===== src/rtl/flappy_pkg.sv =====
// Shared game constants and types for the obstacle, collision/score and HUD blocks.
package flappy_pkg;

   localparam int T_W         = 29;
   localparam int S_Z         = 120;
   localparam int SCREEN_H    = 480;
   localparam int OBS_RESET_X = 670;

   typedef enum logic [1:0] {
      ST_IDLE = 2'd0,
      ST_PLAY = 2'd1,
      ST_HIT  = 2'd2,
      ST_OVER = 2'd3
   } game_state_t;

   typedef logic [3:0] bcd_digit_t;

endpackage


===== src/rtl/bcd_counter4.sv =====
// Four-digit ripple-carry BCD counter: adds 0..2 per cycle, synchronous clear, saturates at 9999.
module bcd_counter4
   import flappy_pkg::*;
(
   input  logic        clk,
   input  logic        reset_n,
   input  logic        clr,
   input  logic [1:0]  inc,
   output logic [15:0] o_value
);

   logic [15:0] r_val;
   logic [15:0] w_next;
   logic [4:0]  w_sum0;
   logic [4:1]  w_c;
   bcd_digit_t  w_dig;

   always_comb begin
      w_next = r_val;
      w_c    = '0;
      w_dig  = '0;
      w_sum0 = {1'b0, r_val[3:0]} + {3'b000, inc};
      if (w_sum0 > 5'd9) begin
         w_next[3:0] = w_sum0[3:0] - 4'd10;
         w_c[1]      = 1'b1;
      end else begin
         w_next[3:0] = w_sum0[3:0];
      end
      for (int k = 1; k < 4; k++) begin
         w_dig = r_val[4*k +: 4];
         if (w_c[k]) begin
            if (w_dig == 4'd9) begin
               w_next[4*k +: 4] = 4'd0;
               w_c[k+1]         = 1'b1;
            end else begin
               w_next[4*k +: 4] = w_dig + 4'd1;
            end
         end
      end
      // A carry out of the top digit means the true sum passed 9999.
      if (w_c[4]) w_next = 16'h9999;
   end

   always_ff @(posedge clk or negedge reset_n) begin
      if (!reset_n) begin
         r_val <= '0;
      end else if (clr) begin
         r_val <= '0;
      end else begin
         r_val <= w_next;
      end
   end

   assign o_value = r_val;

endmodule


===== src/rtl/collision_score.sv =====
// Per-frame player/obstacle/floor collision check, BCD scoring and game-state FSM.
// Optional best-score register enabled by defining HI_SCORE_EN.
module collision_score
   import flappy_pkg::*;
#(
   parameter int NUM_OBS    = 2,
   parameter int P_W        = 20,
   parameter int P_H        = 20,
   parameter int HIT_FRAMES = 60,
   parameter int FLOOR_Y    = 479
) (
   input  logic                   clk,
   input  logic                   reset_n,
   input  logic                   frame_tick,
   input  logic                   start,
   input  logic [9:0]             p_x,
   input  logic [9:0]             p_y,
   input  logic [10*NUM_OBS-1:0]  obs_x,
   input  logic [10*NUM_OBS-1:0]  obs_gap,
   output logic [1:0]             state,
   output logic                   freeze,
   output logic                   hit_pulse,
   output logic [15:0]            score_bcd,
   output logic [15:0]            hi_score_bcd
);

   localparam int TMR_W = (HIT_FRAMES > 1) ? $clog2(HIT_FRAMES) : 1;
   localparam logic [TMR_W-1:0] TMR_LAST = TMR_W'(HIT_FRAMES - 1);

   game_state_t           r_state;
   logic                  r_freeze;
   logic                  r_hit_pulse;
   logic [TMR_W-1:0]      r_timer;
   logic                  r_start_q;
   logic [10*NUM_OBS-1:0] r_prev_x;

   logic                  w_rise;
   logic [10:0]           w_px;
   logic [10:0]           w_py;
   logic [NUM_OBS-1:0]    w_h_ov;
   logic [NUM_OBS-1:0]    w_v_out;
   logic [NUM_OBS-1:0]    w_pass;
   logic                  w_hit_now;
   logic [7:0]            w_pass_cnt;
   logic [1:0]            w_inc;
   logic [1:0]            w_score_inc;
   logic                  w_score_clr;
   logic [15:0]           w_score;

   assign w_rise = start & ~r_start_q;
   assign w_px   = {1'b0, p_x};
   assign w_py   = {1'b0, p_y};

   // Everything is widened to 11 bits so the right-hand sums never wrap.
   for (genvar g = 0; g < NUM_OBS; g++) begin : g_obs
      logic [10:0] w_ox;
      logic [10:0] w_og;
      logic [10:0] w_prev;
      assign w_ox       = {1'b0, obs_x[10*g +: 10]};
      assign w_og       = {1'b0, obs_gap[10*g +: 10]};
      assign w_prev     = {1'b0, r_prev_x[10*g +: 10]};
      assign w_h_ov[g]  = (w_px <= w_ox) && (w_ox <= w_px + 11'(P_W + T_W - 2));
      assign w_v_out[g] = (w_py < w_og) || (w_py + 11'(P_H - 1) >= w_og + 11'(S_Z - 1));
      assign w_pass[g]  = (w_prev >= w_px) && (w_ox < w_px);
   end

   assign w_hit_now = (|(w_h_ov & w_v_out)) || (w_py + 11'(P_H - 1) >= 11'(FLOOR_Y));

   always_comb begin
      w_pass_cnt = '0;
      for (int i = 0; i < NUM_OBS; i++) begin
         w_pass_cnt = w_pass_cnt + {7'd0, w_pass[i]};
      end
      w_inc = (w_pass_cnt > 8'd2) ? 2'd2 : w_pass_cnt[1:0];
   end

   assign w_score_inc = ((r_state == ST_PLAY) && frame_tick && !w_hit_now) ? w_inc : 2'd0;
   assign w_score_clr = (r_state == ST_IDLE) && w_rise;

   bcd_counter4 u_score (
      .clk     (clk),
      .reset_n (reset_n),
      .clr     (w_score_clr),
      .inc     (w_score_inc),
      .o_value (w_score)
   );

   always_ff @(posedge clk or negedge reset_n) begin
      if (!reset_n) begin
         r_state     <= ST_IDLE;
         r_freeze    <= 1'b1;
         r_hit_pulse <= 1'b0;
         r_timer     <= '0;
         r_start_q   <= 1'b0;
         r_prev_x    <= '0;
      end else begin
         r_start_q   <= start;
         r_hit_pulse <= 1'b0;
         if (frame_tick) r_prev_x <= obs_x;
         case (r_state)
            ST_IDLE: begin
               if (w_rise) begin
                  r_state  <= ST_PLAY;
                  r_freeze <= 1'b0;
               end
            end
            ST_PLAY: begin
               if (frame_tick && w_hit_now) begin
                  r_state     <= ST_HIT;
                  r_freeze    <= 1'b1;
                  r_hit_pulse <= 1'b1;
                  r_timer     <= '0;
               end
            end
            ST_HIT: begin
               if (frame_tick) begin
                  if (r_timer == TMR_LAST) r_state <= ST_OVER;
                  else r_timer <= r_timer + TMR_W'(1);
               end
            end
            ST_OVER: begin
               if (w_rise) r_state <= ST_IDLE;
            end
            default: r_state <= ST_IDLE;
         endcase
      end
   end

`ifdef HI_SCORE_EN
   logic [15:0] r_hi;
   logic        w_over_entry;

   assign w_over_entry = (r_state == ST_HIT) && frame_tick && (r_timer == TMR_LAST);

   // Packed BCD orders the same as binary, so a plain compare picks the best score.
   always_ff @(posedge clk or negedge reset_n) begin
      if (!reset_n) begin
         r_hi <= '0;
      end else if (w_over_entry && (w_score > r_hi)) begin
         r_hi <= w_score;
      end
   end

   assign hi_score_bcd = r_hi;
`else
   assign hi_score_bcd = 16'h0000;
`endif

   assign state     = r_state;
   assign freeze    = r_freeze;
   assign hit_pulse = r_hit_pulse;
   assign score_bcd = w_score;

endmodule

===== config.mk =====
export PLATFORM = sky130hd
export DESIGN_NAME = collision_score
export DESIGN_NICKNAME = d
export VERILOG_FILES = /design/src/rtl/flappy_pkg.sv /design/src/rtl/bcd_counter4.sv /design/src/rtl/collision_score.sv
export SDC_FILE = /design/constraint.sdc
export NUM_CORES = 1
export LEC_CHECK = 0
export ABC_AREA = 0
export CORE_MARGIN = 4
export CORE_UTILIZATION = 55
export CTS_CLUSTER_SIZE = 14
export DETAILED_ROUTE_END_ITERATION = 8
export PLACE_DENSITY = 0.86
export SKIP_CTS_REPAIR_TIMING = 1
export SLEW_MARGIN = 5
export SYNTH_ARGS = -nofsm -noshare
export SYNTH_HDL_FRONTEND = slang
export SYNTH_HIERARCHICAL = 1
export SYNTH_SLANG_ARGS = --single-unit

===== constraint.sdc =====
create_clock -name clk -period 5.1 [get_ports clk]
set_input_delay 1.02 -clock clk [delete_from_list [all_inputs] [get_ports clk]]
set_output_delay 1.02 -clock clk [all_outputs]
set_load 0.05 [all_outputs]

==> results.json, run 1 <==
{
  "required_ps": 5330,
  "clock_latency_ps": 320,
  "yosys.area.top_type": "ha_1",
  "synth_top_family_by_area": "adder cells",
  "grt_max_degree": 48,
  "synth-main-ff-cell": "dfrtp_1",
  "core.rowCount": 37,
  "dp_cells": 993,
  "path_clk_slew_ps": 100,
  "yosysWarnings": 6,
  "fin_ws_ps": -919.6,
  "die_y_um": 110.1,
  "fmaxAchievable_mhz": 166.1,
  "place.gp.congestion": 0.9499,
  "via_per_inst": 6.807,
  "wl_um": 25230,
  "synth_adder_area_share_pct": 25.83,
  "core_area_mm2": 0.01023,
  "start_util_pct": 56.05,
  "cts_buffers": 5,
  "rsz0062_at_grt": "yes",
  "syn-cell-area_mm2": 0.005734,
  "clockBufferDepth": 2,
  "crit_fanout": 6,
  "vias": 6964,
  "setup_viol": 16,
  "synth_top_area_share_pct": 25.31,
  "totalNegativeSetupSlack_ps": -12840,
  "period_minus_slack_ps": 6020,
  "diodes": 0,
  "critPathKind": "in -> reg",
  "die-area_mm2": 0.01212,
  "cts_max_level": 2,
  "cts_root_buffer": "clkbuf_8",
  "drv_cap": 0,
  "synth_most_common_cell": "ha_1",
  "drc": 1,
  "timing_hold_violations_final": 0,
  "yosys.area_share.simple_pct": 17.72,
  "synth_compound_area_share_pct": 18.63,
  "netlist_instances": 655,
  "synth-xor-area-share_pct": 5.193,
  "hold_class": "reg -> reg",
  "synth_edf_count": 0,
  "cts_sinks": 47,
  "postSynthAreaPerCell_um2": 8.755,
  "worstSetupStartpointType": "input port",
  "final_nets": 1067,
  "routedWlPerCell_um": 24.66,
  "layout-drive-gt1-share_pct": 32.81,
  "synth_area_leaders": "ha_1, dfrtp_1, xnor2_1, inv_1, a21oi_1",
  "cts_tree": "yes",
  "synth_common_cells": "ha_1, inv_1, dfrtp_1",
  "grt_usage_pct": 28.90,
  "crit_path_end_kind": "flip-flop",
  "p_leak_nw": 4.149,
  "pre_cts_slack_ps": -1028,
  "overflow": 0,
  "grt_pass1_vias": 6286,
  "synth_cell_types": 67,
  "hold_depth": 1,
  "synthMuxAreaShare_pct": 4.648,
  "worstMarginPinSlew_ps": 1313,
  "dr.pass1.iters": 9,
  "power.density_mw_per_mm2": 234.0,
  "antenna_found_initial": 0,
  "slew_violations": 0,
  "dr.first_iter.drc_count": 1030,
  "stdcell_count": 1023,
  "fin_crit_sh_pct": 118.0,
  "die_w_um": 110.1,
  "finClkSkew_ps": 9.560,
  "critical_path_arrival_ps": 6250,
  "violations": "DRC, setup timing",
  "relSlewSlack_pct": 11.21,
  "reg2reg_depth": 20,
  "grt_pass1_wl_um": 28060,
  "num_io_pins": 100,
  "dp_hpwl_um": 13890,
  "design_area_mm2": 0.008589,
  "ir_drop_v": 0.0003946,
  "placed_cell_area_mm2": 0.007689,
  "utilization_pct": 83.96,
  "area_growth_pct": 49.79,
  "io_buffers": 83,
  "ys_seq_elements": 47,
  "status": "finished with violations",
  "synthArstFlopShare_pct": 100.0,
  "ys_seq_area_share_pct": 20.53,
  "ant_nets": 0
}
## sequential cells by signal (all words and copies together), names as in the netlist
| signal | count |
|---|---|
| r_prev_x | 20 |
| u_score/o_value | 16 |
| r_timer | 6 |
| state | 2 |
| freeze | 1 |
| hit_pulse | 1 |
| r_start_q | 1 |
## worst paths after layout
kind / from / endpoint / slack, ps
max: p_x[7] / u_score/o_value[11] / -920
min: freeze / freeze / 530
max reg2reg: r_prev_x[10] / u_score/o_value[11] / 480
min reg2reg: freeze / freeze / 530
max in group asynchronous: reset_n / r_prev_x[11] / 3850
min in group asynchronous: reset_n / r_prev_x[18] / 780
## cells in the final DEF, fill, tap and decap left out, drive strengths merged, types with 10 or more instances in the layout
cell type      synthesis  routed
xnor2                 29      29
dlymetal6s2s           0      21
nand2                 41      41
a21oi                 46      46
nand2b                13      13
ha                   116     116
a21o                  20      20
conb                   1      16
inv                   64      65
buf                   24     154
mux2                  18      18
dfrtp                 46      46
nand3                 23      23
and3                  10      10
a211oi                12      12
nor3                  15      15
nor2                  25      25
o21ai                 22      22
clkbuf                 3      10
clkdlybuf4s50          0      56
nand4                 14      14
## routing by layer
layer | up-vias | part of all wire (%) | GRT usage, %
li1 | 2836 | - | -
met1 | 3214 | 35 | 32.79
met4 | 0 | 8.6 | 13.28
met5 | - | 0 | 0
met2 | 653 | 45 | 52.30
met3 | 261 | 11 | 5.300
## cell type report
class                      count  area, um^2
tap                          136       170.2
sequential                    47        1177
clock buffer                   6       72.57
clock inverter                 2       16.27
timing repair buffer         235        2041
inverter                      64       265.3
fill                         441        1642
multi-input combinational    533        4847
## cells by family (layout without fill, tap and decap cells)
logic type / Yosys count / in the layout
and+or+nand+nor: 189 / 189
adders and majority gates: 118 / 118
xor gates and xnor gates: 34 / 34
other: 1 / 16
DFF: 47 / 47
AOI/OAI and AO/OA: 151 / 152
muxes: 24 / 24
buffers and inverters: 91 / 307
## where the power goes
| part | switching [W] | internal, W |
|---|---|---|
| Sequential | 0.0000774 | 0.000436 |
| Combinational | 0.000715 | 0.000534 |
| Clock | 0.000149 | 0.0000990 |
| Total | 0.000941 | 0.00107 |
## critical path, cell delays in order
cell             delay (ps)
clkdlybuf4s50_1         500
inv_1                   160
buf_4                   200
ha_1                    310
nand4_1                 140
nor4b_1                1110
o32ai_1                 300
a2111o_1                420
nand3_2                 130
nor2_2                   40
and3_1                  190
ha_2                    200
inv_2                    70
fa_2                    480
o2bb2ai_4               200
or3_4                   480
a311oi_4                310
## per-stage QoR
stage / hold WS, ps / power, W
2_1_floorplan: 470.2 / 0.001104
3_3_place_gp: 480.6 / 0.001426
3_5_place_dp: 504.7 / 0.001496
4_1_cts: 517.9 / 0.001753
5_1_grt: 548.6 / 0.002109
6_report: 530.4 / 0.002010
Note: power is estimated with default switching activity, not from simulation.
==> run 2: changes to the inputs <==
--- a/config.mk
+++ b/config.mk
@@ -6,7 +6,7 @@
 export NUM_CORES = 1
 export LEC_CHECK = 0
 export ABC_AREA = 0
-export CORE_MARGIN = 4
+export CORE_MARGIN = 10
 export CORE_UTILIZATION = 55
 export CTS_CLUSTER_SIZE = 14
 export DETAILED_ROUTE_END_ITERATION = 8
==> run 2 against run 1 <==
Net effect:
- fmax rose by 8.2%
- critical endpoint is now u_score/o_value[15]
- power shrank 1.4%
- critical path type unchanged
- largest power group unchanged
- combinational power decreased by 3%
- the run ends with setup timing left
- non-clock buffer count fell by 6
- clock power increased by 4%
==> results.json, run 2 (synthesized netlist as in run 1, its figures left out) <==
{
  "core.rowCount": 37,
  "worstSetupStartpointType": "input port",
  "fin_ws_ps": -461.4,
  "status": "finished with violations",
  "top_register": "r_prev_x",
  "cts_buffers": 5,
  "critPathKind": "in -> reg",
  "io_buffers": 83,
  "power.density_mw_per_mm2": 234.3,
  "hold_class": "reg -> reg",
  "place.gp.congestion": 0.9609,
  "die_w_um": 122.1,
  "worstMarginPinSlew_ps": 1275,
  "grt_pass1_wl_um": 28730,
  "crit_path_end_kind": "flip-flop",
  "diodes": 0,
  "layout-drive-gt1-share_pct": 31.90,
  "period_minus_slack_ps": 5561,
  "num_io_pins": 100,
  "routedWlPerCell_um": 24.50,
  "totalNegativeSetupSlack_ps": -5237,
  "start_util_pct": 56.05,
  "core_area_mm2": 0.01023,
  "wl_um": 24920,
  "fillers": 513,
  "path_clk_slew_ps": 110,
  "r2r_end": "u_score/o_value[15]",
  "vias": 6891,
  "hp-start": "r_prev_x[1]",
  "final_nets": 1061,
  "die-area_mm2": 0.01491,
  "overflow": 0,
  "clock_latency_ps": 320,
  "p_leak_nw": 4.100,
  "grt_usage_pct": 23.02,
  "dp_hpwl_um": 14000,
  "slew_violations": 0,
  "grt_max_degree": 48,
  "r2r-start": "r_prev_x[10]",
  "largest_register_ffs": 20,
  "cts_max_level": 2,
  "cts_sinks": 47,
  "dr.pass1.iters": 6,
  "power.total_w": 0.001982,
  "rsz0062_at_grt": "yes",
  "drv_cap": 0,
  "crit_fanout": 6,
  "antenna_found_initial": 0,
  "clockBufferDepth": 2,
  "ir_drop_v": 0.0002536,
  "multi_input_area_mm2": 0.004782,
  "die_y_um": 122.1,
  "reg2reg_depth": 21,
  "cp-endpoint": "u_score/o_value[15]",
  "critical_path_arrival_ps": 5810,
  "timing_hold_violations_final": 0,
  "area_growth_pct": 47.52,
  "worstSetupStartpoint": "p_x[2]",
  "drc": 0,
  "fin_crit_sh_pct": 109.0,
  "finClkSkew_ps": 13.01,
  "final_cell_mix": "buf_4, ha_1, clkdlybuf4s50_1, inv_1, dfrtp_1",
  "relSlewSlack_pct": 14.69,
  "dr.first_iter.drc_count": 801,
  "regArea_mm2": 0.001177,
  "r2r_setup_slack_ps": 370,
  "fmaxAchievable_mhz": 179.8,
  "ant_nets": 0,
  "required_ps": 5350,
  "grt_pass1_vias": 6115,
  "setup_viol": 16,
  "layout_commonest_cell": "buf_4",
  "cts_root_buffer": "clkbuf_8",
  "violations": "setup timing",
  "cts_tree": "yes",
  "via_per_inst": 6.776
}
-- run 2: worst min-delay path by stage --
stage               cells after the start  slack [ps]     endpoint
floorplan                               1         470   r_timer[0]
global placement                        1         480   r_timer[0]
detailed placement                      1         500   r_timer[0]
CTS                                     1         510   r_timer[0]
global route                            1         530  r_prev_x[1]
finish                                  1         530  r_prev_x[1]
-- run 2: where the power goes --
part           internal, W  total, W  switching (W)
Sequential        0.000436  0.000511      0.0000757
Combinational     0.000517   0.00121       0.000696
Clock            0.0000992  0.000257       0.000158
-- run 2: layer usage --
| metal | global-route usage (%) | vias to the layer above | share of wire (%) |
|---|---|---|---|
| met2 | 42.93 | 596 | 47 |
| met1 | 26.31 | 3230 | 35 |
| li1 | - | 2824 | - |
| met5 | 0 | - | 0 |
| met4 | 7.143 | 0 | 8.1 |
| met3 | 3.330 | 241 | 9.8 |
-- run 2: layout make-up --
cell class              instances  share of cell area, %
inverters                      64                  3.165
clock buffers                   6                 0.8579
clock inverters                 2                 0.1923
repair buffers                229                  23.32
multi-input cells             533                  56.53
flip-flops and latches         47                  13.92
well taps                     136                  2.012
-- run 2: worst max-delay path: stages --
cell and delay, ps:
dlymetal6s2s_1 280, o41ai_4 110, buf_4 170, buf_4 130
xnor2_1 680, nor2b_1 510, a2111oi_4 120, a2111oi_4 250
a2111o_1 190, nand3_2 110, nor2_2 130, and3_1 200
ha_2 190, inv_2 40, fa_2 420, mux2i_4 240
o2bb2ai_4 190, buf_6 140, or4_4 480, a21oi_2 160
-- run 2: metrics by stage --
step | utilization (%) | std cells | hold slack (ps) | cell area [um^2] | worst slack, ps
floorplan | - | 670 | 470.2 | 5892 | -140.7
global placement | 74.78 | 988 | 480.9 | 7651 | -856.0
finish | 82.68 | 1017 | 526.9 | 8459 | -461.4
global route | 82.68 | 1017 | 531.6 | 8459 | -525.6
CTS | 75.65 | 996 | 511.3 | 7740 | -680.8
detailed placement | 74.78 | 988 | 497.4 | 7651 | -988.5
==> run 3: changes to the inputs <==
==> constraint.sdc (replaced) <==
create_clock -name clk -period 6.3 [get_ports clk]
set_input_delay 1.26 -clock clk [delete_from_list [all_inputs] [get_ports clk]]
set_output_delay 1.26 -clock clk [all_outputs]
set_load 0.05 [all_outputs]
==> run 3 against run 2 <==
Net effect:
- the run now ends clean
- flip-flop and latch count stayed put
- clock power decreased by 20%
- register-to-register slack improved by 1500 ps
- clock skew down 6.4 ps
- first-iteration DRC count fell by 54%
- setup slack better by 760 ps
- non-clock buffer count fell by 106
- critical endpoint is now u_score/o_value[5]
==> results.json, run 3 (synthesized netlist as in run 1, its figures left out) <==
{
  "status": "finished clean",
  "drv_cap": 0,
  "power.density_mw_per_mm2": 191.5,
  "core.rowCount": 37,
  "overflow": 0,
  "io_buffers": 83,
  "die_y_um": 122.1,
  "grt_pass1_wl_um": 25990,
  "final_cell_mix": "ha_1, clkdlybuf4s50_1, inv_1, dfrtp_1, a21oi_1",
  "finClkSkew_ps": 6.594,
  "crit_path_end_kind": "flip-flop",
  "rsz0062_at_grt": "no",
  "pre_cts_slack_ps": -161.5,
  "timing_hold_violations_final": 0,
  "grt_usage_pct": 20.73,
  "vias": 5385,
  "num_io_pins": 100,
  "grt_pass1_vias": 5585,
  "hold_class": "reg -> reg",
  "fmaxAchievable_mhz": 166.6,
  "antenna_found_initial": 0,
  "routedWlPerCell_um": 17.26,
  "dp_hpwl_um": 12890,
  "clock_latency_ps": 310,
  "cts_tree": "yes",
  "area_growth_pct": 22.93,
  "final_nets": 954,
  "holdWs_ps": 503.2,
  "place.gp.congestion": 0.9475,
  "diodes": 0,
  "layout_commonest_cell": "ha_1",
  "ir_drop_v": 0.0002281,
  "dr.first_iter.drc_count": 372,
  "layout-drive-gt1-share_pct": 10.98,
  "setup_viol": 0,
  "die-area_mm2": 0.01491,
  "path_clk_slew_ps": 100,
  "highest_layer": "met4",
  "core_area_mm2": 0.01023,
  "wl_met3_um": 893,
  "worstMarginPinSlew_ps": 647.5,
  "fin_crit_sh_pct": 95.29,
  "met2_length_um": 7932,
  "critical_path_arrival_ps": 6250,
  "relSlewSlack_pct": 56.83,
  "p_leak_nw": 3.291,
  "wl_met1_um": 6641,
  "start_util_pct": 56.05,
  "largest_register_ffs": 20,
  "slew_violations": 0,
  "worstSetupStartpointType": "input port",
  "grt_max_degree": 48,
  "wl_um": 15710,
  "drc": 0,
  "critPathKind": "in -> reg",
  "fin_ws_ps": 296.6,
  "via_per_inst": 5.918,
  "cts_sinks": 47,
  "period_minus_slack_ps": 6003,
  "crit_fanout": 7,
  "ant_nets": 0,
  "cts_root_buffer": "clkbuf_8",
  "clockBufferDepth": 2,
  "cts_max_level": 2,
  "utilization_pct": 68.90,
  "required_ps": 6540,
  "top_register": "r_prev_x",
  "die_w_um": 122.1,
  "dr.pass1.iters": 5,
  "fillers": 769,
  "cts_buffers": 5
}
run 3: cell types whose count changed in the layout (fill, tap and decap cells not counted), sizes merged:
cell	previous run	this run
dlymetal6s2s	21	0
clkbuf	10	5
inv	65	66
buf	149	41
o2bb2ai	2	1
clkdlybuf4s50	55	82
run 3: routing by layer:
layer  track usage [%]  vias up
li1                  -     2609
met1             24.61     2605
met2             37.38      145
met3             4.255       26
met4             4.786        0
met5                 0        -
run 3: critical path, cell delays in order:
cell and delay [ps]:
clkdlybuf4s50_1 480, inv_1 60, ha_1 200, and3b_1 230, o21ai_0 110, nor2_1 210
xor2_1 210, ha_1 280, a21o_1 200, a21o_1 180, a221oi_1 280, o311ai_1 170
nand3_1 140, nand3_1 120, nor2_1 140, and3_1 170, ha_1 170, inv_1 50
fa_2 370, mux2i_2 200, o2bb2ai_4 190, buf_4 170, or4_1 500, a21oi_1 150
run 3: final timing paths:
path	start	endpoint	slack, ps	cells past startpoint
max in group asynchronous	reset_n	r_timer[3]	4820	2
setup / recovery	p_y[0]	u_score/o_value[5]	300	24
min in group asynchronous	reset_n	r_prev_x[11]	1030	2
setup reg to reg	r_prev_x[0]	u_score/o_value[5]	1880	21
hold reg to reg	r_timer[0]	r_timer[0]	500	1
hold / removal	r_timer[0]	r_timer[0]	500	1
run 3: area by class of cell:
type | instances | area (um^2) | area share [%]
repair buffers | 123 | 1126 | 15.97
flip-flops and latches | 47 | 1177 | 16.70
clock inverters | 3 | 27.53 | 0.3905
well taps | 136 | 170.2 | 2.414
inverters | 64 | 240.2 | 3.408
multi-input cells | 532 | 4239 | 60.13
clock buffers | 5 | 68.82 | 0.9762
run 3: stage by stage:
step,cell area (um^2),instances,total power [W],TNS [ps]
after CTS,6993,909,0.001339,0
after global placement,6897,901,0.001092,-1433
final,7049,910,0.001350,0
after global routing,7049,910,0.001447,0
after floorplan,5791,670,0.0008783,0
after detailed placement,6897,901,0.001128,-1134
run 3: report_power, final:
group | leakage [nW] | switching [W] | internal [W]
Sequential | 0.595 | 0.0000513 | 0.000353
Clock | 0.0467 | 0.000123 | 0.0000826
Combinational | 2.65 | 0.000425 | 0.000315
